===== src/rtl/bno055_op_arbiter.sv =====
// Round-robin arbiter that shares one bno055_read_write engine among N_REQ requesters.
// Each grant issues one READ/WRITE opcode pulse, waits for done or timeout, then returns data/status.
module bno055_op_arbiter #(
   parameter int N_REQ          = 3,
   parameter int TIMEOUT_CYCLES = 250000,
   parameter int GAP_CYCLES     = 16
) (
   input  logic                 i_clk,
   input  logic                 i_rst_n,
   input  logic [N_REQ-1:0]     i_req_valid,
   input  logic [2*N_REQ-1:0]   i_req_opcode,
   input  logic [8*N_REQ-1:0]   i_req_addr,
   input  logic [8*N_REQ-1:0]   i_req_wdata,
   output logic [N_REQ-1:0]     o_req_ready,
   output logic [N_REQ-1:0]     o_rsp_valid,
   output logic [7:0]           o_rsp_data,
   output logic                 o_rsp_err,
   output logic [1:0]           o_opcode,
   output logic [7:0]           o_reg_addr,
   output logic [7:0]           o_tx_data,
   input  logic [7:0]           i_reg_data,
   input  logic                 i_done,
   output logic                 o_busy,
   output logic [2:0]           o_grant_id
);

   localparam int TW = $clog2(TIMEOUT_CYCLES + 1);
   localparam int GW = (GAP_CYCLES > 1) ? $clog2(GAP_CYCLES + 1) : 1;
   localparam logic [1:0] OP_READ  = 2'd1;
   localparam logic [1:0] OP_WRITE = 2'd2;

   typedef enum logic [2:0] {
      S_IDLE,
      S_ISSUE,
      S_WAIT,
      S_RESP,
      S_GAP
   } state_t;

   state_t            state, state_nx;
   logic [2:0]        ptr, ptr_nx;
   logic [2:0]        grant_nx;
   logic [1:0]        op_q, op_nx;
   logic [TW-1:0]     tmr, tmr_nx;
   logic [GW-1:0]     gap_cnt, gap_nx;
   logic [N_REQ-1:0]  ready_nx, rspv_nx;
   logic [7:0]        rspd_nx, addr_nx, txd_nx;
   logic              rspe_nx;
   logic [1:0]        opcode_nx;

   // Request buses padded to the 8-requester maximum so a 3-bit index always fits.
   logic [7:0]        valid_pad;
   logic [15:0]       op_pad;
   logic [63:0]       addr_pad, wdata_pad;
   logic [3:0]        cand;
   logic              sel_found;
   logic [2:0]        sel_idx;
   logic [1:0]        sel_op;
   logic [7:0]        sel_addr, sel_wdata;
   logic [N_REQ-1:0]  sel_vec, own_vec;

   assign valid_pad = 8'(i_req_valid);
   assign op_pad    = 16'(i_req_opcode);
   assign addr_pad  = 64'(i_req_addr);
   assign wdata_pad = 64'(i_req_wdata);

   // Round-robin search: first pending requester starting just after the last owner.
   always_comb begin
      cand      = '0;
      sel_found = 1'b0;
      sel_idx   = '0;
      for (int i = 1; i <= N_REQ; i++) begin
         cand = {1'b0, ptr} + 4'(i);
         if (cand >= 4'(N_REQ)) cand = cand - 4'(N_REQ);
         if (!sel_found && valid_pad[cand[2:0]]) begin
            sel_found = 1'b1;
            sel_idx   = cand[2:0];
         end
      end
      sel_op    = op_pad[{sel_idx, 1'b0} +: 2];
      sel_addr  = addr_pad[{sel_idx, 3'b000} +: 8];
      sel_wdata = wdata_pad[{sel_idx, 3'b000} +: 8];
      for (int k = 0; k < N_REQ; k++) begin
         sel_vec[k] = (3'(k) == sel_idx);
         own_vec[k] = (3'(k) == o_grant_id);
      end
   end

   // Next-state and next-output logic; every output is registered from these values.
   always_comb begin
      state_nx  = state;
      ptr_nx    = ptr;
      grant_nx  = o_grant_id;
      op_nx     = op_q;
      tmr_nx    = tmr;
      gap_nx    = gap_cnt;
      ready_nx  = '0;
      rspv_nx   = '0;
      rspd_nx   = o_rsp_data;
      rspe_nx   = o_rsp_err;
      opcode_nx = 2'd0;
      addr_nx   = o_reg_addr;
      txd_nx    = o_tx_data;
      unique case (state)
         S_IDLE: begin
            if (sel_found) begin
               ptr_nx   = sel_idx;
               grant_nx = sel_idx;
               op_nx    = sel_op;
               addr_nx  = sel_addr;
               txd_nx   = sel_wdata;
               ready_nx = sel_vec;
               if (sel_op == OP_READ || sel_op == OP_WRITE) begin
                  state_nx  = S_ISSUE;
                  opcode_nx = sel_op;
               end else begin
                  // Illegal opcode never reaches the engine; answer immediately.
                  state_nx = S_RESP;
                  rspv_nx  = sel_vec;
                  rspd_nx  = 8'h00;
                  rspe_nx  = 1'b1;
               end
            end
         end
         S_ISSUE: begin
            state_nx = S_WAIT;
            tmr_nx   = TW'(1);
         end
         S_WAIT: begin
            if (i_done) begin
               state_nx = S_RESP;
               rspv_nx  = own_vec;
               rspd_nx  = (op_q == OP_WRITE) ? 8'h00 : i_reg_data;
               rspe_nx  = 1'b0;
            end else if (tmr >= TW'(TIMEOUT_CYCLES - 1)) begin
               state_nx = S_RESP;
               rspv_nx  = own_vec;
               rspd_nx  = 8'h00;
               rspe_nx  = 1'b1;
            end else begin
               tmr_nx = tmr + TW'(1);
            end
         end
         S_RESP: begin
            gap_nx   = '0;
            state_nx = (GAP_CYCLES == 0) ? S_IDLE : S_GAP;
         end
         S_GAP: begin
            if (gap_cnt == GW'(GAP_CYCLES - 1)) state_nx = S_IDLE;
            else gap_nx = gap_cnt + GW'(1);
         end
         default: state_nx = S_IDLE;
      endcase
   end

   // State and registered outputs; reset aborts any op without issuing a response.
   always_ff @(posedge i_clk or negedge i_rst_n) begin
      if (!i_rst_n) begin
         state       <= S_IDLE;
         ptr         <= 3'(N_REQ - 1);
         op_q        <= 2'd0;
         tmr         <= '0;
         gap_cnt     <= '0;
         o_req_ready <= '0;
         o_rsp_valid <= '0;
         o_rsp_data  <= 8'h00;
         o_rsp_err   <= 1'b0;
         o_opcode    <= 2'd0;
         o_reg_addr  <= 8'h00;
         o_tx_data   <= 8'h00;
         o_busy      <= 1'b0;
         o_grant_id  <= 3'd0;
      end else begin
         state       <= state_nx;
         ptr         <= ptr_nx;
         op_q        <= op_nx;
         tmr         <= tmr_nx;
         gap_cnt     <= gap_nx;
         o_req_ready <= ready_nx;
         o_rsp_valid <= rspv_nx;
         o_rsp_data  <= rspd_nx;
         o_rsp_err   <= rspe_nx;
         o_opcode    <= opcode_nx;
         o_reg_addr  <= addr_nx;
         o_tx_data   <= txd_nx;
         o_busy      <= (state_nx != S_IDLE);
         o_grant_id  <= grant_nx;
      end
   end

endmodule


===== config.mk =====
export PLATFORM = sky130hd
export DESIGN_NAME = bno055_op_arbiter
export DESIGN_NICKNAME = d
export VERILOG_FILES = /design/src/rtl/bno055_op_arbiter.sv
export SDC_FILE = /design/constraint.sdc
export NUM_CORES = 1
export LEC_CHECK = 0
export CORE_MARGIN = 5
export CORE_UTILIZATION = 35
export DETAILED_ROUTE_END_ITERATION = 8
export GPL_TIMING_DRIVEN = 0
export PLACE_DENSITY = 0.62
export RECOVER_POWER = 25
export REMOVE_ABC_BUFFERS = 1
export SLEW_MARGIN = 20
export SYNTH_ARGS = -nofsm -noshare
export SYNTH_HDL_FRONTEND = slang
export SYNTH_SLANG_ARGS = --single-unit

===== constraint.sdc =====
create_clock -name i_clk -period 4.3 [get_ports i_clk]
set_input_delay 0.43 -clock i_clk [delete_from_list [all_inputs] [get_ports i_clk]]
set_output_delay 0.43 -clock i_clk [all_outputs]
set_load 0.01 [all_outputs]

# Yosys cells after proc, flatten, opt, wreduce, memory -nomap -nowiden
# Cells that the tools add are included.
[totals]
regBits = 68
word_cells = 113
n_memories = 0
mem_bits_ro = 0
out_inout_bits = 37
latchBits = 0
inputBits = 68
mem_bits_rw = 0
[op_classes]
magnitude_cmp = 7
n_addsub = 8
bitwise = 0
shifts = 3
reduce_logical = 16
n_div = 0
mul = 0
muxes = 47
n_eq_ne = 18
[ops]
columns = ["operator", "count"]
rows = [
  ["64-bit by 7-bit indexed part select with 8-bit output", 2],
  ["3-bit two-way mux", 16],
  ["8-bit two-way mux", 5],
  ["18-bit two-way mux", 2],
  ["18-bit one-hot mux with 2 select lines", 1],
  ["18-bit by 1-bit adder with 18-bit output (second input constant)", 1],
  ["18-bit greater-or-equal comparator (second input constant)", 1],
  ["8-bit one-hot mux with 2 select lines", 1],
  ["16-bit by 5-bit indexed part select with 2-bit output", 1],
  ["3-bit one-hot mux with 5 select lines", 1],
  ["4-bit by 2-bit greater-or-equal comparator with 1-bit output (second input constant)", 3],
  ["3-bit by 4-bit < comparator with 1-bit output (second input constant)", 3],
  ["1-bit two-way mux", 10],
  ["2-bit inequality test (second input constant)", 5],
  ["5-bit one-hot mux with 2 select lines", 1],
  ["1-bit binary-select mux with 3-bit select", 3],
  ["3-bit logical NOT", 3],
  ["3-bit by 2-bit subtractor with 3-bit output (second input constant)", 3],
  ["3-bit by 2-bit adder with 4-bit output (second input constant)", 2],
  ["2-bit two-way mux", 4],
  ["1-bit by 3-bit equality test with 1-bit output (first input constant)", 2],
  ["2-bit by 3-bit equality test with 1-bit output (first input constant)", 2],
  ["3-bit by 2-bit equality test with 1-bit output (second input constant)", 2],
  ["3-bit one-hot mux with 2 select lines", 1],
  ["other kinds (18)", 24],
]

# Depth between registers and ports, before layout
[depth]
word_depth = 19
depth_mapped = 16
ltp_nobuf = 14

# Worst setup path before layout
# OpenSTA, ideal clock, no wires.
[synth_timing]
path_kind = "reg-to-reg"
from = "register o_grant_id[0] (netlist name)"
to = "register o_rsp_data[0]"
setup_slack_ns = 0.103
t_arrival_ns = 4.076
path_buffers = 2
setup_time_ns = 0.121
required_ns = 4.179
path_stages_with_launch = 17
synth_period_minus_slack_ns = 4.197
cell_sequence = "dfrtp_1 buf_2 clkinv_1 ha_1 xnor2_2 a2111oi_4 mux2i_1 or3_4 o311ai_4 nand2_2 a221oi_1 nor2_1 ha_1 nand2_1 a22o_1 clkbuf_1 a22o_1"
[synth_lines]
columns = ["item", "line", "source"]
rows = [
  ["to (signal assigned)", "181", "o_rsp_data <= rspd_nx;"],
  ["to (decl)", "16", "output logic [7:0] o_rsp_data,"],
]

==> out/results.ini <==
[die]
design.die.area_mm2=0.0131
die_w_um=114
die_h_um=114
row_count=38
ioPinCount=105
initial_core_util_pct=35.4
core_area_mm2=0.0107

[drt]
vias=3412
drt_iter0_drc=143
routed_wl_um=10200
drt_first_pass_iters=5
ant_nets=0
drc=0
avgRoutedWirePerCell_um=15.8
via_per_inst=5.25

[cells_and_area]
final_cell_mix=103 x clkdlybuf4s50_1, 64 x dfrtp_1, 40 x nand2_1
num-nets-final=586
final_common_cell=clkdlybuf4s50_1
synthToLayoutAreaGrowth_pct=38.8
antennaDiodeCount=0
post-route-util_pct=49.2
final_layout_size_suffix_gt1_share_pct=10.6

[clock_network]
htreeDepth=3
cts_buffers=9
cts_buffer_depth=2
clock_latency_ns=0.34
cts_tree=yes
clkTransAtPathRegs_ns=0.07
postCtsHoldBufs=0
clockRootBuffer=clkbuf_8
clock-sinks=66

[synth]
syn_area_mm2=0.00381
yosys.cell_types.count=59
synth_seq_area_share_pct=43.4
syn_inst=401
ys_ff_latch=66
syn-mean-instance-area_um2=9.49
async_flop_share_pct=100
synth_ff_type=dfrtp_1
synth-edff-count=0
yosysWarnings=0

[worst_setup_path]
worstPathCellList=ha_2 > nor3b_2 > nand3_1 > a311oi_1 > o21ai_0 > a22o_1 > a21oi_2 > a221oi_2 > or2_2 > ha_1 > nand2_1 > a22o_4 > a22o_1
r2r_end=o_rsp_data[7]
regToRegStartpoint=o_grant_id[2]
cp_max_fo=10
critPathSlowestCell=dfrtp_1
cp.arrival_ns=4.29
ff2ff_path_depth=13
worstPathRequired_ns=4.52
critPathKind=reg -> reg
cp-start-kind=flip-flop
end_kind=flip-flop
cpPeakStageDelay_ns=0.58
r2r_slack_ns=0.23
cpMostUsedCell=a22o_1

[sta]
maxSlewViolCount=69
finalHoldViolations=0
clock_skew_ns=0.00858
fmax_mhz=246
fin_crit_sh_pct=94.7
tightest_slew_ns=1.98
setup_violations=0
relSlewSlack_pct=-32.0
period_minus_slack_ns=4.07
hold_slack_ns=0.469
rsz0062_at_grt=no

[grt]
grt.overflow.total=0
track_usage_pct=16.3
grt_max_degree=38
grt_pass1_wl_um=17100
antenna_found_initial=0
grt_pass1_vias=3484

[status]
status=complete, but fails checks
violations=capacitance limit, slew limit

[placement]
finalWeightedCongestion=0.840
hpwl_um=7380
port_buffers=104

[job]
drv_cap=2

[power]
vdd_drop_max_v=0.000504
p_leak_nw=2.22
powerDensity_mw_per_mm2=861

[min_path]
hp-class=in -> async

synthesized netlist by cell type, types with 7 or more instances:
cell type	instances	area, um^2
nand2_1	40	150
ha_1	13	163
a21oi_1	18	90.1
a21o_1	7	52.6
inv_1	10	37.5
and2_1	7	43.8
nor3_1	13	65.1
nor2_1	28	105
clkbuf_1	14	52.6
a22o_1	13	114
o21ai_0	25	125
xnor2_1	11	96.3
a221o_1	17	170
and3_1	8	50.1
xor2_1	7	61.3
dfrtp_1	65	1630
nand3_1	29	145
layout make-up:
| class | instances | area [um^2] |
|---|---|---|
| clock buffers | 12 | 155 |
| clock inverters | 4 | 26.3 |
| fillers | 1046 | 5460 |
| inverters | 11 | 43.8 |
| multi-input cells | 302 | 2100 |
| flip-flops and latches | 66 | 1660 |
| well taps | 140 | 175 |
| repair buffers | 115 | 1120 |
where the power goes:
group	total [mW]	switching [mW]	internal, mW
sequential	1.00	0.161	0.840
combinational	3.07	1.64	1.43
clock	0.477	0.237	0.240
total	4.55	2.04	2.51
worst max path at each step:
| stage | from | end | slack (ns) |
|---|---|---|---|
| 2_1_floorplan | o_grant_id[0] | o_reg_addr[0] | -0.77 |
| 3_3_place_gp | o_grant_id[0] | o_reg_addr[5] | -2.52 |
| 3_5_place_dp | o_grant_id[0] | o_rsp_data[7] | -1.38 |
| 4_1_cts | ptr[1] | o_rsp_data[7] | 0.0004 |
| 5_1_grt | o_grant_id[2] | o_rsp_data[7] | 0.02 |
| 6_report | o_grant_id[2] | o_rsp_data[7] | 0.23 |
critical path, delay by kind of cell (launching register included):
kind                       cells  cell delay (ns)
AOI/OAI and AO/OA              7             1.84
and+or+nand+nor                4             0.83
adders and majority gates      2             0.71
DFF                            1             0.58
state kept, by name, indices dropped and copies added (netlist names), 2 cells and up:
name and cells:
op_q 2, tmr 18, o_reg_addr 8, o_opcode 2, o_req_ready 3, o_tx_data 8
o_rsp_data 8, o_grant_id 3, gap_cnt 5, state 3, o_rsp_valid 3
routing by layer:
metal	GRT usage (%)	vias up	wire, um
met1	20.7	1613	4720
met3	7.51	11	869
met4	3.40	0	93
met2	25.8	113	4550
met5	0	-	0
li1	-	1675	-
stage by stage:
| step | instances | setup WS [ns] | setup TNS (ns) | total power [mW] | cell area, um^2 |
|---|---|---|---|---|---|
| 6_report | 650 | 0.230 | 0 | 4.55 | 5290 |
| 5_1_grt | 650 | 0.0158 | 0 | 4.97 | 5290 |
| 4_1_cts | 646 | 0.000440 | 0 | 4.37 | 5230 |
| 3_5_place_dp | 626 | -1.38 | -31.38 | 3.71 | 4970 |
| 3_3_place_gp | 623 | -2.52 | -73.86 | 3.59 | 4910 |
| 2_1_floorplan | 379 | -0.773 | -19.74 | 2.77 | 3700 |
repair_timing:
item / 4_1_cts / 5_1_grt
gates resized for setup: 10 / 10
buffers inserted: 4 / 4
pin swaps: 1 / 5
setup endpoints to repair: 40 / 10
logic make-up (layout without fill, tap and decap cells):
| group | count (synthesis) | after routing | synth area share [%] |
|---|---|---|---|
| AOI/OAI and AO/OA | 108 | 108 | 21.3 |
| xor gates and xnor gates | 19 | 19 | 4.57 |
| adders and majority gates | 13 | 13 | 4.27 |
| buffers and inverters | 33 | 142 | 3.98 |
| DFF | 66 | 66 | 43.4 |
| muxes | 9 | 9 | 2.46 |
| and+or+nand+nor | 153 | 153 | 20.0 |
Power figures use the tool's default switching activity.
